File: src/rtl/mem_bus_arbiter_2to1.sv
// Round-robin two-master arbiter for the picorv32 native memory bus, one grant per
// transaction, with a sticky watchdog flag for responders that stall too long.
module mem_bus_arbiter_2to1 #(
  parameter int unsigned MAX_WAIT = 16,
  parameter int unsigned CNT_W    = 8
) (
  input  logic        clk,
  input  logic        reset,

  input  logic        m0_mem_valid,
  input  logic        m0_mem_instr,
  input  logic [31:0] m0_mem_addr,
  input  logic [31:0] m0_mem_wdata,
  input  logic [3:0]  m0_mem_wstrb,
  output logic        m0_mem_ready,
  output logic [31:0] m0_mem_rdata,

  input  logic        m1_mem_valid,
  input  logic        m1_mem_instr,
  input  logic [31:0] m1_mem_addr,
  input  logic [31:0] m1_mem_wdata,
  input  logic [3:0]  m1_mem_wstrb,
  output logic        m1_mem_ready,
  output logic [31:0] m1_mem_rdata,

  output logic        s_mem_valid,
  output logic        s_mem_instr,
  output logic [31:0] s_mem_addr,
  output logic [31:0] s_mem_wdata,
  output logic [3:0]  s_mem_wstrb,
  input  logic        s_mem_ready,
  input  logic [31:0] s_mem_rdata,

  output logic [1:0]  grant,
  output logic        timeout
);

  typedef enum logic [1:0] {IDLE, OWN0, OWN1} state_t;

  localparam logic [CNT_W-1:0] MAX_CNT = CNT_W'(MAX_WAIT);

  state_t           r_state;
  logic             r_lw;
  logic [CNT_W-1:0] r_wait_cnt;
  logic             r_timeout;

  logic             w_own0;
  logic             w_own1;
  logic             w_sel_valid;
  logic             w_done;
  logic [CNT_W-1:0] w_cnt_inc;

  assign w_own0      = (r_state == OWN0);
  assign w_own1      = (r_state == OWN1);
  assign w_sel_valid = (w_own0 & m0_mem_valid) | (w_own1 & m1_mem_valid);
  assign w_cnt_inc   = r_wait_cnt + CNT_W'(1);

  // Reset gates the request and completions combinationally so an abandoned
  // transaction never shows a request or a ready during the reset cycle.
  assign s_mem_valid = w_sel_valid & ~reset;
  assign w_done      = s_mem_valid & s_mem_ready;

  assign m0_mem_ready = w_done & w_own0;
  assign m1_mem_ready = w_done & w_own1;
  assign m0_mem_rdata = m0_mem_ready ? s_mem_rdata : '0;
  assign m1_mem_rdata = m1_mem_ready ? s_mem_rdata : '0;

  assign grant   = {w_own1, w_own0};
  assign timeout = r_timeout;

  always_comb begin
    s_mem_instr = 1'b0;
    s_mem_addr  = '0;
    s_mem_wdata = '0;
    s_mem_wstrb = '0;
    if (w_own0) begin
      s_mem_instr = m0_mem_instr;
      s_mem_addr  = m0_mem_addr;
      s_mem_wdata = m0_mem_wdata;
      s_mem_wstrb = m0_mem_wstrb;
    end else if (w_own1) begin
      s_mem_instr = m1_mem_instr;
      s_mem_addr  = m1_mem_addr;
      s_mem_wdata = m1_mem_wdata;
      s_mem_wstrb = m1_mem_wstrb;
    end
  end

  always_ff @(posedge clk) begin
    if (reset) begin
      r_state    <= IDLE;
      r_lw       <= 1'b1;
      r_wait_cnt <= '0;
      r_timeout  <= 1'b0;
    end else begin
      case (r_state)
        IDLE: begin
          r_wait_cnt <= '0;
          if (m0_mem_valid && m1_mem_valid) r_state <= r_lw ? OWN0 : OWN1;
          else if (m0_mem_valid)            r_state <= OWN0;
          else if (m1_mem_valid)            r_state <= OWN1;
        end
        OWN0, OWN1: begin
          if (!w_sel_valid) begin
            // Owner withdrew its request: release without crediting it a turn.
            r_state    <= IDLE;
            r_wait_cnt <= '0;
          end else if (s_mem_ready) begin
            r_state    <= IDLE;
            r_lw       <= w_own1;
            r_wait_cnt <= '0;
          end else if (r_wait_cnt != MAX_CNT) begin
            r_wait_cnt <= w_cnt_inc;
            if (w_cnt_inc == MAX_CNT) r_timeout <= 1'b1;
          end
        end
        default: r_state <= IDLE;
      endcase
    end
  end

endmodule

File: config.mk
export PLATFORM = sky130hd
export DESIGN_NAME = mem_bus_arbiter_2to1
export DESIGN_NICKNAME = d
export VERILOG_FILES = /design/src/rtl/mem_bus_arbiter_2to1.sv
export SDC_FILE = /design/constraint.sdc
export NUM_CORES = 1
export LEC_CHECK = 0
export BUFFER_PORTS_ARGS = -buffer_cell sky130_fd_sc_hd__buf_2
export CELL_PAD_IN_SITES_DETAIL_PLACEMENT = 0
export CELL_PAD_IN_SITES_GLOBAL_PLACEMENT = 1
export CORE_MARGIN = 8
export CORE_UTILIZATION = 18
export CTS_CLUSTER_DIAMETER = 100
export DETAILED_ROUTE_END_ITERATION = 7
export HOLD_SLACK_MARGIN = 0.06
export PLACE_DENSITY_LB_ADDON = 0.1
export SLEW_MARGIN = 10
export SYNTH_ARGS = -nofsm -noshare
export SYNTH_HDL_FRONTEND = slang
export SYNTH_SLANG_ARGS = --single-unit
File: constraint.sdc
create_clock -name clk -period 3.7 [get_ports clk]
set_clock_uncertainty 0.1 [all_clocks]
set_input_delay 0.74 -clock clk [delete_from_list [all_inputs] [get_ports clk]]
set_output_delay 0.74 -clock clk [all_outputs]
set_load 0.02 [all_outputs]
# After elaboration in Yosys (flattened, before gate mapping)
# Cells that the tools add are included.
word_totals:
  ram_bits: 0
  inputBits: 175
  reg_bits: 12
  word_cells: 50
  memories: 0
  romBits: 0
  latchBits: 0
op_classes:
  div: 0
  n_mux: 21
  addsub: 1
  n_mul: 0
  reduce_logical: 8
  shifts: 0
  magnitude_cmp: 0
  bitwise: 9
  eq_ne: 7
ops:
  columns: ["op", "count"]
  rows:
  - ["$mux 32", 6]
  - ["$mux 8", 3]
  - ["$pmux 8 s2", 1]
  - ["$mux 2", 6]
  - ["$add 8x1->8 const B", 1]
  - ["$eq 8x5->1 const B", 1]
  - ["$mux 4", 2]
  - ["$ne 4x4->1 const B", 2]
  - ["$ne 8x5->1 const B", 1]
  - ["$and 1x1->1", 6]
  - ["$reduce_and 5->1", 1]
  - ["$pmux 2 s2", 1]
  - ["$reduce_and 2->1", 2]
  - ["$ne 3x3->1 const B", 1]
  - ["$reduce_and 3->1", 1]
  - ["$eq 2x1->1 const B", 1]
  - ["$eq 2x2->1 const B", 1]
  - ["$logic_not 2->1", 1]
  - ["$mux 1", 2]
  - ["$not 1->1", 2]
  - ["$reduce_bool 2->1", 1]
  - ["$reduce_or 2->1", 1]
  - ["$logic_and 1x1->1", 1]
  - ["$or 1x1->1", 1]

# Depth between registers and ports, before layout
# Gate-level depths: netlist of the first run.
logic_depth:
  ltp_word: 7
  ltp_mapped: 8

# Worst setup path after synthesis of the first run
# No wires, ideal clock.
synth_path:
  path_kind: "in2out"
  from: "in m0_mem_valid"
  to: "out m0_mem_rdata[22]"
  path_stages: 5
  t_arrival_ns: 1.911
  slack_ns: 0.949
  required_ns: 2.860
  path_buffers: 1
  cell_sequence: "a22oi_2 > nor2_1 > and3_1 > buf_2 > and2_1"
synth_via:
  elab_chain_len: 6
synth_rtl:
  columns: ["item", "line", "rtl"]
  rows:
  - ["start: declaration", "10", "input logic m0_mem_valid,"]
  - ["$and 1x1->1", "55", "assign w_sel_valid = (w_own0 & m0_mem_valid) | (w_own1 & m1_mem_valid);"]
  - ["$or 1x1->1", "55", null]
  - ["$and 1x1->1", "60", "assign s_mem_valid = w_sel_valid & ~reset;"]
  - ["via s_mem_valid", "26", "output logic s_mem_valid,"]
  - ["$and 1x1->1", "61", "assign w_done = s_mem_valid & s_mem_ready;"]
  - ["$and 1x1->1", "63", "assign m0_mem_ready = w_done & w_own0;"]
  - ["via m0_mem_ready", "15", "output logic m0_mem_ready,"]
  - ["$mux 32", "65", "assign m0_mem_rdata = m0_mem_ready ? s_mem_rdata : '0;"]
  - ["end: declaration", "16", "output logic [31:0] m0_mem_rdata,"]
# The timed path passes the listed nets, and every way through them passes these cells.

# Worst setup path in the final report of the first run
layout_path:
  from: "reg r_state[1]"
  to: "out m0_mem_rdata[22]"
layout_via:
  elab_chain_len: 7
layout_rtl:
  columns: ["item", "line", "rtl"]
  rows:
  - ["start: declaration", "42", "state_t r_state;"]
  - ["start signal: assignment", "99", "if (m0_mem_valid && m1_mem_valid) r_state <= r_lw ? OWN0 : OWN1;"]
  - ["$eq 2x1->1 or $eq 2x2->1 (tied branches)", "53, 54", null]
  - ["$and 1x1->1", "55", null]
  - ["$or 1x1->1", "55", null]
  - ["$and 1x1->1", "60", null]
  - ["$and 1x1->1", "61", null]
  - ["$and 1x1->1 (*)", "63", null]
  - ["$mux 32 (*)", "65", null]
# Every way passes the cells marked *; elsewhere a longest branch is shown, timed or not.

==> results of run 1 <==
final cells by class:
cell class / instances / share of cell area, %
inverters: 5 / 0.508
multi-input cells: 217 / 43.4
clock buffers: 4 / 1.49
repair buffers: 318 / 43.4
flip-flops and latches: 12 / 6.50
well taps: 140 / 4.74
worst reg2reg max path: stages (launching register included):
cell,delay (ns)
dfxtp_1,0.34
inv_1,0.10
ha_2,0.23
buf_4,0.33
a22oi_2,0.15
nor3b_2,0.48
a21oi_1,0.24
a311oi_1,0.30
worst paths after layout:
kind,slack [ns],startpoint,end,cells past startpoint
setup / recovery,0.51,r_state[1]$_SDFFE_PP0P_,m0_mem_rdata[22],9
hold / removal,0.37,timeout$_SDFFE_PP0P_,timeout$_SDFFE_PP0P_,2
setup reg to reg,1.35,r_state[1]$_SDFFE_PP0P_,r_wait_cnt[6]$_SDFFE_PP0P_,7
hold reg to reg,0.37,timeout$_SDFFE_PP0P_,timeout$_SDFFE_PP0P_,2
state kept, by name (all words and copies together) (netlist names):
| name | flops |
|---|---|
| r_state | 2 |
| timeout | 1 |
| r_lw | 1 |
| r_wait_cnt | 8 |
logic make-up after synthesis:
family / after synthesis / share of synthesized area, %
simple gates: 111 / 34.0
buf+inv: 36 / 9.17
fa+ha+maj: 7 / 4.34
compound gates: 94 / 38.4
flops: 12 / 11.9
mux: 2 / 0.991
xor+xnor: 3 / 1.30
synth_stat cells (all sizes together):
library cell  count
nor3              3
nor2b             2
nor4              1
o31ai             1
nand2b            2
nand4b            1
ha                7
o21ai             7
and2             64
a41oi             2
xnor2             1
nand3             7
a22o             69
and3              5
nand3b            4
mux2i             2
and2b             1
o2111ai           1
nand4             1
a21o              1
a311oi            2
dfxtp            12
clkbuf           17
xor2              2
buf              14
nand2            10
inv               5
nor2              8
nor3b             1
a22oi             1
a21oi             7
and4b             1
a31oi             3
placed cells by master (no fill, tap or decap), types with 2 or more instances in the layout:
master    count
nand2b_1      2
o21ai_0       6
dfxtp_1      12
nand3_1       7
a31oi_1       3
clkbuf_8      4
and2_1       64
nor3_1        2
inv_1         5
a21oi_1       7
buf_4         5
nand3b_1      3
mux2i_1       2
buf_2       313
nor2_1        8
a22o_1       68
ha_1          6
xor2_1        2
a41oi_1       2
and3_1        4
nand2_1      10
a311oi_1      2
power by group through the flow:
stage | clock network [mW] | logic, mW | registers [mW]
2_1_floorplan | 0 | 0.212 | 0.136
3_3_place_gp | 0 | 0.399 | 0.136
3_5_place_dp | 0 | 0.400 | 0.136
4_1_cts | 0.150 | 0.400 | 0.134
5_1_grt | 0.157 | 0.423 | 0.134
6_report | 0.147 | 0.395 | 0.134
layer usage:
layer / routed length (µm) / part of all wire, % / vias up / global-route usage [%]
met5: 27 / 0.21 / - / 0
met1: 4180 / 33 / 1362 / 14.2
met4: 51 / 0.40 / 4 / 1.85
li1: - / - / 1555 / -
met3: 1510 / 12 / 8 / 6.66
met2: 6860 / 54 / 170 / 29.2
stage by stage:
| step | setup WS, ns | util (%) |
|---|---|---|
| floorplan | 0.949 | - |
| global placement | 0.830 | 33.5 |
| detailed placement | 0.769 | 33.5 |
| CTS | 0.488 | 34.0 |
| global route | 0.292 | 34.0 |
| finish | 0.508 | 34.0 |
==> impl_metrics.toml, run 1 <==
[cts]
cts_tree = "done"
insertion_delay_ns = 0.24
clk_pin_slew_ns = 0.06
cts_resized = 0
clock_sinks = 12
cts_root_buf = "clkbuf_8"
cts-buffers-inserted = 3
cts_setup_buffers = 0
ctsHoldBuffers = 0
cts_max_path_buffers = 2
h-tree-depth = 1

[synth]
syn_nets = 447
yosys.area.top_type_share_pct = 29.5
synth.distinct_cells = 41
synthesis.area_mm2 = 0.00202
ys_warn_count = 0
synth.area.top_cells = "a22o_1, and2_1, dfxtp_1"
ys_seq_elements = 12
synthCells = 265
syn_avg_cell_area_um2 = 7.62
synth.largest_area_cell = "a22o_1"
yosysSeqAreaShare_pct = 11.9

[sta]
rsz0062_at_grt = "false"
final_max_slew_viol_count = 0
min_period_over_period_pct = 86.3
clock.fmax_ghz = 0.313
hold_viol_final = 0
hold_slack_ns = 0.373
maxSlewHeadroom_pct = 53.4
fin_tns_setup_ns = 0
worst_pin_slew_ns = 0.699
setup_viol = 0
min_period_ns = 3.19

[critical_path]
cp_top_family = "buffers and inverters"
start_kind = "flip-flop"
path_class = "reg -> out"
endpoint_kind = "primary output"
cpMostUsedCell = "buf_4"
cp.arrival_ns = 2.35
cp_max_fo = 33
cp.required_ns = 2.86
critPathMaxStageDelay_ns = 0.34
cp_num_buf_inv = 4
path_cells = "inv_1 -> ha_2 -> buf_4 -> a22oi_2 -> nor2_1 -> and3_1 -> buf_4 -> and2_1 -> buf_2"
cpMaxStageDelayCell = "dfxtp_1"

[power]
ir_worst_vdd_uv = 77.5
sw_frac_of_total_pct = 41.1
cellPowerDensity_mw_per_mm2 = 183
clkPwrFrac_pct = 21.7
intPower_uw = 397
p_sw_uw = 278
seqPwrFrac_pct = 19.8
finalPower_uw = 675
cellLeakagePower_nw = 2.26
p_comb_share_pct = 58.5

[finish]
nFillCells = 1167
fin_cells = 696
drive_above_1_share_pct = 59.7
multi_input_area_mm2 = 0.00160
regArea_um2 = 240
num_antenna_cells = 0
nets = 739
fin_area_mm2 = 0.00370
area.growth.synth_to_final_pct = 83.1

[floorplanning]
die_y_um = 122
ios = 314
rows = 38
initial_core_util_pct = 18.5
dieArea_mm2 = 0.0149
core-area_mm2 = 0.0109
die_w_um = 122

[global_routing]
grt_max_degree = 69
antenna_found_initial = 2
grt_pass1_vias = 2959
grt_overflow = 0
grt_pass1_wl_um = 17600
grt.total_usage_pct = 14.9

[detailed_routing]
firstDrtPassIters = 4
vias = 3099
wl_um = 12600
wire_per_inst_um = 18.1
via_per_inst = 4.45
drc = 0
ant_nets = 0
drt_iter0_markers = 99

[run_status]
outcome = "finished clean"

[placement]
gp_congestion = 0.750
dpl_cell_area_mm2 = 0.00364
port_buffers = 313
hpwl_um = 10800
dp_cells = 692

[run]
maxCapViolations = 0

[min_path]
hold_class = "reg -> reg"
Note: power is estimated with default switching activity, not from simulation.
==> inputs of run 2 (changes only) <==
Settings changed: CORE_ASPECT_RATIO set to 1.75, CORE_UTILIZATION 18 to 17.
Clock period 3.7 ns to 3.54 ns, I/O delays scaled along.
==> run 2 against run 1 <==
Effect of this change:
- combinational power increased by 8.1%
- critical path depth is 1 lower
- worst setup slack improved by 0.078 ns
- flip-flop and latch count unchanged
- sequential power rose by 4%
- die area up 6.0%
==> impl_metrics.toml, run 2 (synthesis results as in run 1) <==
[floorplanning]
core-area_mm2 = 0.0116
dieArea_mm2 = 0.0158
initial_core_util_pct = 17.4
die_w_um = 98.4
rows = 52
ios = 314
die_y_um = 160

[detailed_routing]
via_per_inst = 4.57
firstDrtPassIters = 4
vias = 3170
wl_um = 15200
wire_per_inst_um = 22.0
drc = 0
drt_iter0_markers = 154
ant_nets = 0

[run]
maxCapViolations = 0

[cts]
clk_pin_slew_ns = 0.05
cts_max_path_buffers = 2
insertion_delay_ns = 0.24
h-tree-depth = 1
cts-buffers-inserted = 3
cts_tree = "done"
cts_root_buf = "clkbuf_16"
cts_setup_buffers = 0
ctsHoldBuffers = 0
clock_sinks = 12
cts_resized = 0

[sta]
min_period_ns = 2.95
final_max_slew_viol_count = 0
setup_viol = 0
fin_tns_setup_ns = 0
worst_pin_slew_ns = 0.580
rsz0062_at_grt = "false"
hold_viol_final = 0
min_period_over_period_pct = 83.4
clock.fmax_ghz = 0.339
setup_slack_ns = 0.586
maxSlewHeadroom_pct = 61.2

[global_routing]
antenna_found_initial = 1
grt_pass1_vias = 3310
grt_overflow = 0
grt.total_usage_pct = 18.1
grt_pass1_wl_um = 21700
grt_max_degree = 45

[critical_path]
path_class = "reg -> out"
cp.arrival_ns = 2.15
endpoint_kind = "primary output"
cp.required_ns = 2.73
critPathMaxStageDelay_ns = 0.39
cpMaxStageDelayCell = "dfxtp_1"
cp_top_family = "simple AND/OR/NAND/NOR gates"
start_kind = "flip-flop"
path_cells = "inv_1 -> ha_1 -> a22oi_2 -> nor2_1 -> and3_1 -> buf_4 -> and2_1 -> buf_2"
cp_max_fo = 33
cp_num_buf_inv = 3

[finish]
top_regs = "r_wait_cnt: 8 flops, r_state: 2 flops"
final_common_cell = "buf_2"
drive_above_1_share_pct = 59.8
area.growth.synth_to_final_pct = 85.6
top_register = "r_wait_cnt"
nets = 740
layout_common_cells = "buf_2, a22o_1, and2_1"
largest_register_ffs = 8

[placement]
pre_cts_ws_ns = 0.785
hpwl_um = 13500
port_buffers = 313
gp_congestion = 0.946

[run_status]
outcome = "finished clean"

[min_path]
hold_class = "reg -> reg"

[power]
cellPowerDensity_mw_per_mm2 = 214
ir_worst_vdd_uv = 101
cellLeakagePower_nw = 2.29
run 2: area by class of cell:
class	instances	area, µm²
antenna	1	2.50
clock buffer	4	88.8
fill	1334	7830
inverter	5	18.8
multi-input combinational	217	1600
sequential	12	240
tap	135	169
timing repair buffer	319	1620
run 2: worst reg2reg max path, cell delays in order (launching register included):
cell and delay (ns):
dfxtp_1 0.34, inv_1 0.09, ha_2 0.27, buf_4 0.44
a22o_4 0.23, nand3b_4 0.14, nor3_4 0.36, a41oi_1 0.17
a311oi_1 0.26
run 2: final timing paths:
kind / startpoint / slack, ns / cells past startpoint / end
worst max-delay path: r_state[0]$_SDFFE_PP0P_ / 0.59 / 8 / m0_mem_rdata[31]
worst min-delay path: timeout$_SDFFE_PP0P_ / 0.37 / 2 / timeout$_SDFFE_PP0P_
worst max register to register: r_state[1]$_SDFFE_PP0P_ / 1.04 / 8 / r_wait_cnt[6]$_SDFFE_PP0P_
worst min register to register: timeout$_SDFFE_PP0P_ / 0.37 / 2 / timeout$_SDFFE_PP0P_
run 2: metal layers:
metal	up-vias	share of wire, %	GRT usage [%]
met5	-	0	0
met1	1442	36	18.1
met2	159	55	35.2
met3	9	8.3	6.14
met4	0	0.94	2.74
li1	1560	-	-
run 2: metrics by stage:
step | std cells | power [mW] | util, % | instance area (µm²) | hold WS [ns]
after CTS | 692 | 0.811 | 32.3 | 3740 | 0.372
final | 693 | 0.804 | 32.4 | 3750 | 0.368
after floorplan | 265 | 0.364 | - | 2020 | 0.372
after detailed placement | 688 | 0.574 | 31.6 | 3660 | 0.361
after global placement | 688 | 0.573 | 31.6 | 3660 | 0.349
after global routing | 693 | 0.845 | 32.4 | 3750 | 0.390
run 2: power by group:
group          internal [mW]  switching [mW]  total [mW]
logic                  0.183           0.244       0.427
clock network          0.171          0.0655       0.237
registers              0.138         0.00267       0.140
total                  0.492           0.312       0.804
